File: config.mk
export PLATFORM = sky130hd
export DESIGN_NAME = cpu_final_project_cpu_oci_dct_packer_flat
export DESIGN_NICKNAME = d
export VERILOG_FILES = /design/src/rtl/cpu_final_project_cpu_oci_dct_packer_if.sv /design/src/rtl/cpu_final_project_cpu_oci_dct_packer.sv /design/src/flat_wrapper.sv
export SDC_FILE = /design/constraint.sdc
export NUM_CORES = 1
export LEC_CHECK = 0
export BUFFER_PORTS_ARGS = -buffer_cell sky130_fd_sc_hd__buf_4
export CORE_AREA = 3 3 85 87
export CTS_CLUSTER_SIZE = 16
export DETAILED_ROUTE_END_ITERATION = 6
export DIE_AREA = 0 0 88 90
export PLACE_DENSITY = 0.73
export SYNTH_ARGS = -nofsm -noshare
export SYNTH_HDL_FRONTEND = slang
export SYNTH_SLANG_ARGS = --single-unit
File: constraint.sdc
create_clock -name clk -period 2.1 [get_ports clk]
set_clock_uncertainty 0.05 [all_clocks]
set_input_delay 0.42 -clock clk [delete_from_list [all_inputs] [get_ports clk]]
set_output_delay 0.42 -clock clk [all_outputs]
set_load 0.005 [all_outputs]
File: src/rtl/cpu_final_project_cpu_oci_dct_packer_if.sv
// Trace-side bundle for the DCT packer: retire-stage codes in, packed frames out.
// Optional drop_cnt member exists only when CPU_FINAL_PROJECT_DCT_DROP_CNT_EN is defined.
interface cpu_final_project_cpu_oci_dct_packer_if;
  logic        trc_on;
  logic        dct_valid;
  logic [1:0]  dct_code;
  logic        flush;
  logic        frame_ready;
  logic        ovf_clr;
  logic [29:0] dct_buffer;
  logic [3:0]  dct_count;
  logic        frame_valid;
  logic [33:0] frame_data;
  logic        overflow;
`ifdef CPU_FINAL_PROJECT_DCT_DROP_CNT_EN
  logic [7:0]  drop_cnt;
`endif

  // Handshake: a frame transfers on a clock edge where frame_valid and frame_ready
  // are both high; frame_valid/frame_data hold steady until that edge.
  modport master (
    output trc_on, dct_valid, dct_code, flush, frame_ready, ovf_clr,
    input  dct_buffer, dct_count, frame_valid, frame_data, overflow
`ifdef CPU_FINAL_PROJECT_DCT_DROP_CNT_EN
    , input drop_cnt
`endif
  );

  modport slave (
    input  trc_on, dct_valid, dct_code, flush, frame_ready, ovf_clr,
    output dct_buffer, dct_count, frame_valid, frame_data, overflow
`ifdef CPU_FINAL_PROJECT_DCT_DROP_CNT_EN
    , output drop_cnt
`endif
  );
endinterface

File: src/rtl/cpu_final_project_cpu_oci_dct_packer.sv
// Direct-branch compressed-trace packer: shifts 2-bit codes into a 30-bit buffer and
// launches full/flushed frames. Define CPU_FINAL_PROJECT_DCT_DROP_CNT_EN for drop_cnt.
module cpu_final_project_cpu_oci_dct_packer #(
  parameter int MAX_ENTRIES = 15
) (
  input logic clk,
  input logic reset_n,
  cpu_final_project_cpu_oci_dct_packer_if.slave io_trc
);
  localparam logic [3:0] LAST_IDX = 4'(MAX_ENTRIES - 1);

  logic [29:0] r_buf;
  logic [3:0]  r_cnt;
  logic        r_trc_d;
  logic        r_fv;
  logic [33:0] r_fd;
  logic        r_ovf;

  logic        w_accept;
  logic [29:0] w_pk_buf;
  logic [3:0]  w_pk_cnt;
  logic        w_full;
  logic        w_flush_req;
  logic        w_launch;
  logic        w_can_launch;
  logic        w_drop;

  assign w_accept     = io_trc.trc_on & io_trc.dct_valid & (io_trc.dct_code != 2'b00);
  assign w_pk_buf     = w_accept ? {r_buf[27:0], io_trc.dct_code} : r_buf;
  assign w_pk_cnt     = r_cnt + {3'b000, w_accept};
  assign w_full       = w_accept & (r_cnt == LAST_IDX);
  // Falling trc_on acts as an implicit flush so a partial frame is never stranded.
  assign w_flush_req  = io_trc.flush | (r_trc_d & ~io_trc.trc_on);
  assign w_launch     = w_full | (w_flush_req & (w_pk_cnt != 4'd0));
  assign w_can_launch = ~r_fv | io_trc.frame_ready;
  assign w_drop       = w_launch & ~w_can_launch;

  always_ff @(posedge clk or negedge reset_n) begin
    if (!reset_n) begin
      r_buf   <= '0;
      r_cnt   <= '0;
      r_trc_d <= 1'b0;
      r_fv    <= 1'b0;
      r_fd    <= '0;
    end else begin
      r_trc_d <= io_trc.trc_on;
      if (w_launch) begin
        r_buf <= '0;
        r_cnt <= '0;
      end else begin
        r_buf <= w_pk_buf;
        r_cnt <= w_pk_cnt;
      end
      if (w_launch && w_can_launch) begin
        r_fv <= 1'b1;
        r_fd <= {w_pk_cnt, w_pk_buf};
      end else if (r_fv && io_trc.frame_ready) begin
        r_fv <= 1'b0;
      end
    end
  end

  always_ff @(posedge clk or negedge reset_n) begin
    if (!reset_n)             r_ovf <= 1'b0;
    else if (w_drop)          r_ovf <= 1'b1;
    else if (io_trc.ovf_clr)  r_ovf <= 1'b0;
  end

`ifdef CPU_FINAL_PROJECT_DCT_DROP_CNT_EN
  logic [7:0] r_drop_cnt;
  always_ff @(posedge clk or negedge reset_n) begin
    if (!reset_n) begin
      r_drop_cnt <= '0;
    end else if (w_drop) begin
      if (r_drop_cnt != 8'hFF) r_drop_cnt <= r_drop_cnt + 8'd1;
    end else if (io_trc.ovf_clr) begin
      r_drop_cnt <= '0;
    end
  end
  assign io_trc.drop_cnt = r_drop_cnt;
`endif

  assign io_trc.dct_buffer  = r_buf;
  assign io_trc.dct_count   = r_cnt;
  assign io_trc.frame_valid = r_fv;
  assign io_trc.frame_data  = r_fd;
  assign io_trc.overflow    = r_ovf;
endmodule
File: src/flat_wrapper.sv
// flat-port wrapper written by rule: the top's interface ports become plain ports
module cpu_final_project_cpu_oci_dct_packer_flat 
#(
  parameter int MAX_ENTRIES = 15
)
  (clk, reset_n, io_trc_trc_on, io_trc_dct_valid, io_trc_dct_code, io_trc_flush, io_trc_frame_ready, io_trc_ovf_clr, io_trc_dct_buffer, io_trc_dct_count, io_trc_frame_valid, io_trc_frame_data, io_trc_overflow);
  cpu_final_project_cpu_oci_dct_packer_if io_trc_i ();
  input logic clk;
  input logic reset_n;
  input wire logic [$bits(io_trc_i.trc_on)-1:0] io_trc_trc_on;
  input wire logic [$bits(io_trc_i.dct_valid)-1:0] io_trc_dct_valid;
  input wire logic [$bits(io_trc_i.dct_code)-1:0] io_trc_dct_code;
  input wire logic [$bits(io_trc_i.flush)-1:0] io_trc_flush;
  input wire logic [$bits(io_trc_i.frame_ready)-1:0] io_trc_frame_ready;
  input wire logic [$bits(io_trc_i.ovf_clr)-1:0] io_trc_ovf_clr;
  output wire logic [$bits(io_trc_i.dct_buffer)-1:0] io_trc_dct_buffer;
  output wire logic [$bits(io_trc_i.dct_count)-1:0] io_trc_dct_count;
  output wire logic [$bits(io_trc_i.frame_valid)-1:0] io_trc_frame_valid;
  output wire logic [$bits(io_trc_i.frame_data)-1:0] io_trc_frame_data;
  output wire logic [$bits(io_trc_i.overflow)-1:0] io_trc_overflow;
  assign io_trc_i.trc_on = io_trc_trc_on;
  assign io_trc_i.dct_valid = io_trc_dct_valid;
  assign io_trc_i.dct_code = io_trc_dct_code;
  assign io_trc_i.flush = io_trc_flush;
  assign io_trc_i.frame_ready = io_trc_frame_ready;
  assign io_trc_i.ovf_clr = io_trc_ovf_clr;
  assign io_trc_dct_buffer = io_trc_i.dct_buffer;
  assign io_trc_dct_count = io_trc_i.dct_count;
  assign io_trc_frame_valid = io_trc_i.frame_valid;
  assign io_trc_frame_data = io_trc_i.frame_data;
  assign io_trc_overflow = io_trc_i.overflow;
  cpu_final_project_cpu_oci_dct_packer #(.MAX_ENTRIES(MAX_ENTRIES)) u_core (.clk(clk), .reset_n(reset_n), .io_trc(io_trc_i));
endmodule
Word-level counts from Yosys, hierarchy flattened:

Cells that the tools add are included.
Widths: inputs -> output; s select.

* flip-flop bits (word level): 71
* word-level logic and storage cells: 33
* output and inout port bits: 70

* $add $sub $neg: 1
* equal/unequal tests: 1
* reductions and logical operators: 6
* bitwise operators: 12
* multiplexer cells: 7

Operator list (count)
* $mux 30: 2
* $and 1x1->1: 6
* $reduce_bool 2->1: 3
* $add 4x1->4: 1
* $eq 4x4->1 const B: 1
* $mux 1: 4
* $mux 4: 1
* $reduce_bool 4->1: 1
* $not 1->1: 3
* $or 1x1->1: 3
* $logic_and 1x1->1: 2

Logic depth before layout (Yosys ltp):

Gate-level depths: netlist of run 1.

* word-level depth: 8
* mapped depth: 12
* mapped depth without buffers: 8

Worst setup path after synthesis of run 1:

OpenSTA, ideal clock, no wires.

* path type: input to register
* from: input port io_trc_dct_code[1]
* to: register u_core.r_fd[26] (netlist: u_core.io_trc.frame_data[26])
* setup slack: -0.855 ns
* data required time: 1.971 ns
* cell stages on the path: 11
* arrival: 2.826 ns
* cells stage by stage: o211ai_4 -> inv_2 -> buf_2 -> buf_2 -> ha_1 -> ha_1 -> xor2_2 -> a2111oi_4 -> a211oi_4 -> buf_8 -> mux2i_1

* longest elaborated chain between the ends: 7
* elaborated cells on any way between the ends: 9
* those cells by class: add/sub: 1; mux: 1; bitwise: 4; reduce/logical: 3

RTL lines
* from (decl): line flat_wrapper.sv:12 `input wire logic [$bits(io_trc_i.dct_code)-1:0] io_trc_dct_code;`
* $reduce_bool 2->1 (*): line cpu_final_project_cpu_oci_dct_packer.sv:28 `assign w_accept = io_trc.trc_on & io_trc.dct_valid & (io_trc.dct_code != 2'b00);`
* $and 1x1->1 (*): line cpu_final_project_cpu_oci_dct_packer.sv:28
* $add 4x1->4: line cpu_final_project_cpu_oci_dct_packer.sv:30 `assign w_pk_cnt = r_cnt + {3'b000, w_accept};`
* $reduce_bool 4->1: line cpu_final_project_cpu_oci_dct_packer.sv:34 `assign w_launch = w_full | (w_flush_req & (w_pk_cnt != 4'd0));`
* $and 1x1->1: line cpu_final_project_cpu_oci_dct_packer.sv:34
* $or 1x1->1: line cpu_final_project_cpu_oci_dct_packer.sv:34
* $logic_and 1x1->1: line cpu_final_project_cpu_oci_dct_packer.sv:54 `if (w_launch && w_can_launch) begin`
* to (signal assigned): line cpu_final_project_cpu_oci_dct_packer.sv:56 `r_fd <= {w_pk_cnt, w_pk_buf};`
* to (decl): line cpu_final_project_cpu_oci_dct_packer.sv:16 `logic [33:0] r_fd;`

Mark *: on every way between the ends. The rest lies on a longest branch, timed or not.
A chain may end at the register's enable or synchronous reset.

Worst setup path in the final report of run 1:

* from: input port io_trc_dct_code[0]
* to: register u_core.r_fv (netlist: u_core.io_trc.frame_valid)

* longest elaborated chain between the ends: 8
* elaborated cells on any way between the ends: 10
* those cells by class: add/sub: 1; mux: 1; bitwise: 4; reduce/logical: 4

RTL lines
* $reduce_bool 2->1 (*): line cpu_final_project_cpu_oci_dct_packer.sv:28
* $and 1x1->1 (*): line cpu_final_project_cpu_oci_dct_packer.sv:28
* $add 4x1->4: line cpu_final_project_cpu_oci_dct_packer.sv:30
* $reduce_bool 4->1: line cpu_final_project_cpu_oci_dct_packer.sv:34
* $and 1x1->1: line cpu_final_project_cpu_oci_dct_packer.sv:34
* $or 1x1->1 (*): line cpu_final_project_cpu_oci_dct_packer.sv:34
* $logic_and 1x1->1 (*): line cpu_final_project_cpu_oci_dct_packer.sv:54
* $mux 1 or $reduce_bool 2->1 (tied branches)
* to (signal assigned): line cpu_final_project_cpu_oci_dct_packer.sv:43 `r_fv <= 1'b0;`
* to (signal assigned): line cpu_final_project_cpu_oci_dct_packer.sv:55 `r_fv <= 1'b1;`
* to (signal assigned): line cpu_final_project_cpu_oci_dct_packer.sv:58 `r_fv <= 1'b0;`
* to (decl): line cpu_final_project_cpu_oci_dct_packer.sv:15 `logic r_fv;`

Marks and branches as above.

==> results of run 1 <==
[what timing repair did]
action / CTS / global route
setup buffers: 1 / 0
hold buffers: 1 / 0
endpoints found under the setup margin: 37 / 62
endpoints found under the hold margin: 16 / 0
resized for setup: 0 / 28
pin swaps: 2 / 4
gates cloned: 0 / 2
[per-stage QoR]
step	utilization [%]	hold WS (ns)	TNS [ns]	power, mW
6_report	67.9	0.205	0	4.52
5_1_grt	67.9	0.196	-0.0126	4.73
4_1_cts	65.1	0.188	-0.0323	4.36
3_5_place_dp	60.3	0.256	-30.13	2.83
3_3_place_gp	60.3	0.259	-25.91	2.82
2_1_floorplan	-	0.0744	-41.58	2.37
[power groups by stage]
stage	sequential [mW]	clock, mW	combinational, mW
2_1_floorplan	1.61	0	0.763
3_3_place_gp	1.61	0	1.20
3_5_place_dp	1.61	0	1.22
4_1_cts	1.59	1.50	1.27
5_1_grt	1.60	1.58	1.55
6_report	1.59	1.48	1.45
[logic make-up after synthesis]
kind of cell / synth area share, %
mux: 21.6
buf+inv: 7.29
simple gates: 7.53
xor+xnor: 1.11
flops: 58.1
compound gates: 3.52
fa+ha+maj: 0.819
[cell usage after synthesis, types with 2 or more instances]
cell / n
inv_1: 33
dfrtp_1: 71
mux2_4: 4
clkbuf_1: 4
ha_1: 2
nor3_1: 33
buf_8: 3
or3_1: 2
nor3b_1: 2
buf_2: 7
mux2i_1: 60
[sequential cells by signal, summed over array words and instances (netlist names)]
name,count
u_core.r_trc_d,1
u_core.io_trc.frame_valid,1
u_core.io_trc.dct_buffer,30
u_core.io_trc.overflow,1
u_core.io_trc.frame_data,34
u_core.io_trc.dct_count,4
[cell type report]
type | count | area share [%]
sequential | 71 | 40.7
multi-input combinational | 118 | 28.0
inverter | 34 | 2.93
tap | 77 | 2.21
clock buffer | 11 | 3.47
timing repair buffer | 101 | 19.7
clock inverter | 5 | 2.93
[worst max-delay path: cells and delay by family]
family / cells / cell delay [ns]
xor gates and xnor gates: 1 / 0.19
buffers and inverters: 2 / 0.20
AOI/OAI and AO/OA: 2 / 0.41
and+or+nand+nor: 2 / 0.69
adders and majority gates: 2 / 0.34
[worst max path at each step]
stage               cells past startpoint                                 start                                       end  slack (ns)
floorplan                              11                    io_trc_dct_code[0]     u_core.io_trc.frame_valid$_DFFE_PN0P_       -0.68
detailed placement                     10                    io_trc_dct_code[0]  u_core.io_trc.frame_data[20]$_DFFE_PN0P_       -0.58
global route                            7  u_core.io_trc.dct_count[0]$_DFF_PN0_    u_core.io_trc.dct_buffer[28]$_DFF_PN0_      -0.008
finish                                  9                    io_trc_dct_code[0]     u_core.io_trc.frame_valid$_DFFE_PN0P_        0.02
CTS                                    10                    io_trc_dct_code[0]    u_core.io_trc.dct_buffer[21]$_DFF_PN0_       -0.01
global placement                       10                    io_trc_dct_code[0]   u_core.io_trc.frame_data[5]$_DFFE_PN0P_       -0.48
[layer usage]
layer,wire [um],vias to the layer above
li1,-,994
met1,3220,1062
met2,3320,57
met3,432,4
met4,44,0
met5,0,-
==> impl_metrics.py, run 1 <==
metrics = {
    "global_routing": {
        "grt_pass1_wl_um": 11200,
        "grt.busiest_layer": "met2",
        "use_met3_pct": 4.94,
        "grt.met1_usage_pct": 23.2,
        "antenna_found_initial": 0,
        "grt_pass1_vias": 2285,
        "overflow": 0,
        "grtUsageMet2_pct": 29.0,
        "grtUsageTotal_pct": 18.0,
        "grt_max_degree": 38,
    },
    "drt": {
        "route.detailed.drc": 0,
        "detail_route.wirelength_um": 7010,
        "firstDrtPassIters": 4,
        "routed-via-count": 2117,
        "wl_per_cell_um": 16.8,
        "final_antenna_net_count": 0,
        "routed_via_density": 5.08,
        "drt-initial-drc-count": 62,
    },
    "placed_design": {
        "dp.final_hpwl_um": 4550,
        "place_inst": 397,
        "preCtsSetupSlack_ns": -0.583,
        "place_area_um2": 3870,
        "numPortBuffers": 78,
        "gp_congestion": 0.754,
    },
    "final_layout": {
        "final_common_cell": "buf_4",
        "fillers": 478,
        "ff_latch_area_um2": 1780,
        "final_area_um2": 4360,
        "final_nets": 346,
        "antenna_cells": 0,
        "drive_gt1_share_pct": 45.0,
        "fin_cells": 417,
        "syn_to_final_growth_pct": 42.7,
        "multi_input_area_um2": 1220,
        "final_cell_mix": "buf_4 (91), dfrtp_1 (71), mux2i_1 (59), inv_1 (33), nor3_2 (18)",
    },
    "sta": {
        "relSlewSlack_pct": 65.8,
        "worstMarginPinSlew_ns": 0.513,
        "finalSetupViolations": 0,
        "finalMaxSlewViolations": 0,
        "period_share_pct": 98.8,
        "layout_min_cycle_time_ns": 2.08,
        "grt_setup_unrepaired": "yes",
        "hold_viol": 0,
        "setup_slack_ns": 0.0249,
        "fmaxAchievable_ghz": 0.482,
    },
    "hold_path": {
        "hold_path.startpoint": "io_trc_ovf_clr",
        "hold_path_depth": 2,
        "hold_class": "input port to flop",
        "whs_endpoint": "u_core.io_trc.overflow$_DFFE_PN0P_",
    },
    "setup_path": {
        "timing.rr.start": "u_core.io_trc.dct_count[0]$_DFF_PN0_",
        "critPathSlowestCell": "or3_4",
        "cp-start-kind": "input port",
        "cp_common_cell": "ha_4",
        "rr_worst_depth": 6,
        "cp_max_fo": 4,
        "end_kind": "flop",
        "crit_path_max_incr_delay_ns": 0.35,
        "cp.arrival_ns": 2.24,
        "required_ns": 2.27,
        "cp_cell_sequence": "buf_4 > o211ai_4 > inv_2 > ha_4 > ha_4 > xor2_4 > or3_4 > o21a_4 > or3_1",
        "crit_type": "input port to flop",
        "r2r_slack_ns": 0.04,
        "reg2reg_to": "u_core.io_trc.frame_valid$_DFFE_PN0P_",
    },
    "clocking": {
        "max-clock-path-buffers": 2,
        "cts_max_level": 3,
        "cts_sinks": 71,
        "clk_pin_slew_worst_paths_ns": 0.07,
        "numCtsBuffers": 9,
        "root_buffer": "clkbuf_8",
        "tritoncts": "yes",
        "insertion_delay_ns": 0.34,
    },
    "die": {
        "die_area_um2": 7920,
        "coreArea_um2": 6420,
        "initial_core_util_pct": 47.6,
        "core.rowCount": 29,
        "boundaryPins": 79,
        "chipHeight_um": 90,
        "die_x_um": 88,
    },
    "power_and_ir_drop": {
        "swShare_pct": 28.2,
        "vdd_drop_max_mv": 0.593,
        "power_density_nw_per_um2": 1040,
        "seq_power_share_pct": 35.1,
        "p_int_mw": 3.25,
        "p_comb_share_pct": 32.1,
        "clock_power_share_pct": 32.8,
        "p_sw_mw": 1.27,
        "p_leak_nw": 2.16,
    },
    "synthesis": {
        "synthArstFlopShare_pct": 100,
        "synth_area_um2": 3060,
        "yosysWarnings": 0,
        "yosysTopAreaCell": "dfrtp_1",
        "synth_top_area_share_pct": 58.1,
        "synth_flop_cell": "dfrtp_1",
        "syn_nets": 248,
        "seq_area_frac_synth_pct": 58.1,
        "yosysUniqueCellTypes": 27,
        "avgSynthCellArea_um2": 12.9,
        "synth_seq_cells": 71,
        "synthCells": 237,
        "synth_edf_count": 0,
        "synth_area_leaders": "dfrtp_1 (58%), mux2i_1 (20%), nor3_1 (5.4%)",
    },
    "run_status": {
        "status": "finished, final reports clean",
    },
    "job": {
        "cap_violations": 0,
    },
}
Note: power is estimated with default switching activity, not from simulation.
==> run 2: changes to the inputs <==
--- a/config.mk
+++ b/config.mk
@@ -6,10 +6,11 @@
 export NUM_CORES = 1
 export LEC_CHECK = 0
 export BUFFER_PORTS_ARGS = -buffer_cell sky130_fd_sc_hd__buf_4
-export CORE_AREA = 3 3 85 87
+export CORE_AREA = 5 5 87 89
+export CTS_CLUSTER_DIAMETER = 150
 export CTS_CLUSTER_SIZE = 16
 export DETAILED_ROUTE_END_ITERATION = 6
-export DIE_AREA = 0 0 88 90
+export DIE_AREA = 0 0 92 94
 export PLACE_DENSITY = 0.73
 export SYNTH_ARGS = -nofsm -noshare
 export SYNTH_HDL_FRONTEND = slang
==> impl_metrics.py, run 2 (same netlist as run 1, synthesis figures left out) <==
metrics = {
    "run_status": {
        "status": "finished, final reports clean",
    },
    "power_and_ir_drop": {
        "swShare_pct": 28.8,
        "vdd_drop_max_mv": 0.488,
        "power_density_nw_per_um2": 1020,
        "p_int_mw": 3.12,
        "p_leak_nw": 2.14,
        "p_sw_mw": 1.26,
        "seq_power_share_pct": 36.2,
        "p_comb_share_pct": 33.7,
        "clock_power_share_pct": 30.1,
        "total_power_mw": 4.38,
    },
    "placed_design": {
        "place_area_um2": 3860,
        "numPortBuffers": 78,
        "dp.final_hpwl_um": 4900,
        "preCtsSetupSlack_ns": -0.666,
        "gp_congestion": 0.745,
    },
    "final_layout": {
        "final_nets": 350,
        "drive_gt1_share_pct": 43.1,
        "antenna_cells": 0,
        "syn_to_final_growth_pct": 41.2,
        "final_area_um2": 4320,
        "final_cell_mix": "buf_4 (93), dfrtp_1 (71), mux2i_1 (59), inv_1 (33), nor3_1 (22)",
        "largest_register_ffs": 34,
        "final_common_cell": "buf_4",
    },
    "drt": {
        "drt-initial-drc-count": 39,
        "detail_route.wirelength_um": 7230,
        "met2WireLength_um": 3600,
        "routed-via-count": 2164,
        "route.detailed.drc": 0,
        "routed_via_density": 5.12,
        "wl_met3_um": 364,
        "firstDrtPassIters": 4,
        "top_layer_used": "met4",
        "m1WireLength_um": 3230,
        "final_antenna_net_count": 0,
        "wl_per_cell_um": 17.1,
    },
    "setup_path": {
        "required_ns": 2.26,
        "end_kind": "flop",
        "cp.arrival_ns": 2.25,
        "crit_type": "input port to flop",
        "rr_worst_depth": 6,
        "cp-start-kind": "input port",
        "cp_max_fo": 3,
    },
    "die": {
        "die_x_um": 92,
        "core.rowCount": 30,
        "initial_core_util_pct": 45.7,
        "boundaryPins": 79,
        "chipHeight_um": 94,
        "die_area_um2": 8650,
        "coreArea_um2": 6680,
    },
    "global_routing": {
        "grt_pass1_wl_um": 11800,
        "grt_max_degree": 43,
        "grt_pass1_vias": 2298,
        "overflow": 0,
        "antenna_found_initial": 0,
        "grtUsageTotal_pct": 17.4,
    },
    "clocking": {
        "max-clock-path-buffers": 2,
        "insertion_delay_ns": 0.33,
        "root_buffer": "clkbuf_8",
        "numCtsBuffers": 9,
        "clk_pin_slew_worst_paths_ns": 0.07,
        "cts_sinks": 71,
        "cts_max_level": 3,
        "tritoncts": "yes",
    },
    "sta": {
        "worstMarginPinSlew_ns": 0.524,
        "hold_ws_ns": 0.213,
        "hold_viol": 0,
        "layout_min_cycle_time_ns": 2.09,
        "setup_slack_ns": 0.00950,
        "grt_setup_unrepaired": "yes",
        "finalSetupViolations": 0,
        "finalMaxSlewViolations": 0,
        "period_share_pct": 99.5,
        "relSlewSlack_pct": 65.1,
        "fmaxAchievable_ghz": 0.478,
    },
    "job": {
        "cap_violations": 0,
    },
    "hold_path": {
        "hold_class": "input port to flop",
        "hold_path_depth": 2,
    },
}
## run 2: worst max-delay path: stages
cell	delay, ns
buf_4	0.12
o211ai_4	0.17
inv_2	0.07
ha_4	0.17
ha_4	0.22
buf_4	0.14
or3_4	0.39
o21a_4	0.22
or3_1	0.34
## run 2: power groups by stage
| stage | sequential, mW | combinational, mW | clock (mW) |
|---|---|---|---|
| finish | 1.59 | 1.48 | 1.32 |
| detailed placement | 1.61 | 1.22 | 0 |
| global placement | 1.61 | 1.20 | 0 |
| CTS | 1.59 | 1.32 | 1.35 |
| global route | 1.60 | 1.58 | 1.42 |
| floorplan | 1.61 | 0.763 | 0 |
## run 2: what timing repair did
item / CTS / global route
hold endpoints to repair: 29 / 0
resized for setup: 10 / 14
setup endpoints to repair: 68 / 51
hold buffers: 1 / 0
buffers inserted: 2 / 2
pin swaps: 3 / 4
cloned: 0 / 2
## run 2: per-stage QoR
| stage | cells | setup TNS, ns | utilization [%] |
|---|---|---|---|
| 6_report | 423 | 0 | 64.6 |
| 3_3_place_gp | 401 | -28.04 | 57.8 |
| 5_1_grt | 423 | -0.225 | 64.6 |
| 4_1_cts | 419 | 0 | 62.6 |
| 3_5_place_dp | 401 | -34.35 | 57.8 |
| 2_1_floorplan | 237 | -41.58 | - |
## run 2: worst paths after layout
| check | startpoint | end | slack, ns |
|---|---|---|---|
| max reg2reg | u_core.io_trc.dct_count[0]$_DFF_PN0_ | u_core.io_trc.frame_valid$_DFFE_PN0P_ | 0.04 |
| min in group asynchronous | reset_n | u_core.io_trc.dct_buffer[2]$_DFF_PN0_ | 0.50 |
| max | io_trc_dct_code[0] | u_core.io_trc.frame_valid$_DFFE_PN0P_ | 0.01 |
| min | io_trc_ovf_clr | u_core.io_trc.overflow$_DFFE_PN0P_ | 0.21 |
| max in group asynchronous | reset_n | u_core.io_trc.dct_buffer[17]$_DFF_PN0_ | 0.94 |
| min reg2reg | u_core.io_trc.frame_data[33]$_DFFE_PN0P_ | u_core.io_trc.frame_data[33]$_DFFE_PN0P_ | 0.46 |
## run 2: layout make-up
class,instances,area (um^2)
timing repair buffer,105,886
clock inverter,5,106
inverter,34,128
sequential,71,1780
multi-input combinational,118,1180
clock buffer,10,138
fill,520,2370
tap,80,100
## run 2: routing by layer
layer | track usage, % | up-vias
met4 | 4.83 | 0
met1 | 23.0 | 1092
li1 | - | 1009
met2 | 28.0 | 59
met5 | 0 | -
met3 | 4.97 | 4
==> run 3: changes to the inputs <==
==> constraint.sdc (replaced) <==
create_clock -name clk -period 1.9 [get_ports clk]
set_clock_uncertainty 0.05 [all_clocks]
set_input_delay 0.38 -clock clk [delete_from_list [all_inputs] [get_ports clk]]
set_output_delay 0.38 -clock clk [all_outputs]
set_load 0.005 [all_outputs]
==> impl_metrics.py, run 3 (same netlist as run 1, synthesis figures left out) <==
metrics = {
    "run_status": {
        "status": "finished with violations",
        "violations": "setup timing",
    },
    "power_and_ir_drop": {
        "p_sw_mw": 1.60,
        "seq_power_share_pct": 34.1,
        "clock_power_share_pct": 25.9,
        "p_int_mw": 3.54,
        "vdd_drop_max_mv": 0.624,
        "p_comb_share_pct": 40.0,
        "power_density_nw_per_um2": 1130,
        "p_leak_nw": 2.20,
        "swShare_pct": 31.1,
    },
    "drt": {
        "routed-via-count": 2216,
        "firstDrtPassIters": 4,
        "detail_route.wirelength_um": 7880,
        "wl_per_cell_um": 18.2,
        "drt-initial-drc-count": 70,
        "final_antenna_net_count": 0,
        "routed_via_density": 5.13,
        "route.detailed.drc": 0,
    },
    "die": {
        "coreArea_um2": 6680,
        "chipHeight_um": 94,
        "die_x_um": 92,
        "die_area_um2": 8650,
        "boundaryPins": 79,
        "core.rowCount": 30,
        "initial_core_util_pct": 45.7,
    },
    "final_layout": {
        "drive_gt1_share_pct": 49.4,
        "fillers": 499,
        "final_cell_mix": "buf_4 (97), dfrtp_1 (71), mux2i_1 (59), inv_1 (33), nor3_2 (17)",
        "final_util_pct": 68.4,
        "syn_to_final_growth_pct": 49.5,
        "largest_register_ffs": 34,
        "final_common_cell": "buf_4",
        "final_nets": 359,
        "antenna_cells": 0,
    },
    "clocking": {
        "root_buffer": "clkbuf_8",
        "numCtsBuffers": 9,
        "clk_pin_slew_worst_paths_ns": 0.07,
        "insertion_delay_ns": 0.33,
        "max-clock-path-buffers": 2,
        "cts_max_level": 3,
        "cts_sinks": 71,
        "tritoncts": "yes",
    },
    "sta": {
        "fmaxAchievable_ghz": 0.477,
        "relSlewSlack_pct": 64.6,
        "finalMaxSlewViolations": 0,
        "setup_slack_ns": -0.195,
        "layout_min_cycle_time_ns": 2.10,
        "grt_setup_unrepaired": "yes",
        "period_share_pct": 110,
        "worstMarginPinSlew_ns": 0.531,
        "fin_setup_tns_ns": -7.64,
        "finalSetupViolations": 68,
        "hold_viol": 0,
    },
    "global_routing": {
        "grt_max_degree": 34,
        "grt.busiest_layer": "met2",
        "use_met3_pct": 4.41,
        "grt_pass1_vias": 2413,
        "overflow": 0,
        "grtUsageMet2_pct": 30.2,
        "antenna_found_initial": 0,
        "grt.met1_usage_pct": 23.7,
        "grt_pass1_wl_um": 12300,
        "grtUsageTotal_pct": 18.3,
    },
    "setup_path": {
        "end_kind": "flop",
        "required_ns": 2.06,
        "cp.arrival_ns": 2.26,
        "crit_type": "flop to flop",
        "cp-start-kind": "flop",
        "cp_max_fo": 5,
    },
    "placed_design": {
        "gp_congestion": 0.770,
        "numPortBuffers": 78,
        "dp.final_hpwl_um": 4820,
    },
    "job": {
        "cap_violations": 0,
    },
    "hold_path": {
        "hold_class": "input port to flop",
    },
}
-- run 3: cell count changes in the layout (fill, tap and decap cells not counted), moves of 2 or more --
cell / delta
nor3_2: +7
buf_4: +4
nor3_1: -17
buf_16: +2
nor3_4: +10
-- run 3: power by group through the flow --
stage	registers, mW	clock network [mW]	logic (mW)
floorplan	1.78	0	0.844
global placement	1.78	0	1.32
detailed placement	1.78	0	1.35
CTS	1.76	1.35	1.69
global route	1.77	1.43	2.18
finish	1.75	1.33	2.06
-- run 3: path summary, 6_finish.rpt --
check,from,to,slack (ns),depth (start not counted)
worst max-delay path,u_core.io_trc.dct_count[0]$_DFF_PN0_,u_core.io_trc.frame_valid$_DFFE_PN0P_,-0.20,6
min in group asynchronous,reset_n,u_core.io_trc.dct_buffer[0]$_DFF_PN0_,0.47,2
worst max register to register,u_core.io_trc.dct_count[0]$_DFF_PN0_,u_core.io_trc.frame_valid$_DFFE_PN0P_,-0.20,6
worst min-delay path,io_trc_ovf_clr,u_core.io_trc.overflow$_DFFE_PN0P_,0.18,2
max in group asynchronous,reset_n,u_core.io_trc.dct_buffer[19]$_DFF_PN0_,0.81,3
worst min register to register,u_core.io_trc.frame_data[33]$_DFFE_PN0P_,u_core.io_trc.frame_data[33]$_DFFE_PN0P_,0.47,1
-- run 3: area by class of cell --
| cell class | count | area (um^2) | share of cell area (%) |
|---|---|---|---|
| Clock buffer | 10 | 138 | 3.01 |
| Clock inverter | 5 | 81.3 | 1.78 |
| Inverter | 34 | 128 | 2.79 |
| Multi-Input combinational cell | 118 | 1330 | 29.1 |
| Sequential cell | 71 | 1780 | 38.9 |
| Tap cell | 80 | 100 | 2.19 |
| Timing Repair Buffer | 114 | 1020 | 22.3 |
-- run 3: what timing repair did --
item                       4_1_cts  5_1_grt
hold endpoints to repair        28        0
gates cloned                     2        3
gates resized for setup         19       40
setup buffers                    5        2
pin swaps                        2       18
setup endpoints to repair       68       69
hold buffers                     1        0
-- run 3: metal layers --
metal  part of all wire, %  wire, um
met2                    49      3860
met1                    45      3530
met3                   5.0       395
met4                   1.2        93
met5                     0         0
-- run 3: per-stage QoR --
stage	worst slack, ns	total power, mW	hold slack [ns]	instance area (um^2)	cells
floorplan	-0.835	2.62	0.0344	3110	237
global placement	-0.684	3.10	0.288	3880	404
detailed placement	-0.844	3.13	0.292	3880	404
CTS	-0.191	4.80	0.172	4290	427
global route	-0.269	5.38	0.193	4570	432
finish	-0.195	5.14	0.180	4570	432
-- run 3: critical path: stages, from the launching register on --
cell     delay [ns]
dfrtp_1        0.41
ha_4           0.18
ha_4           0.23
buf_6          0.12
or3_4          0.39
o21a_4         0.25
or3_1          0.35
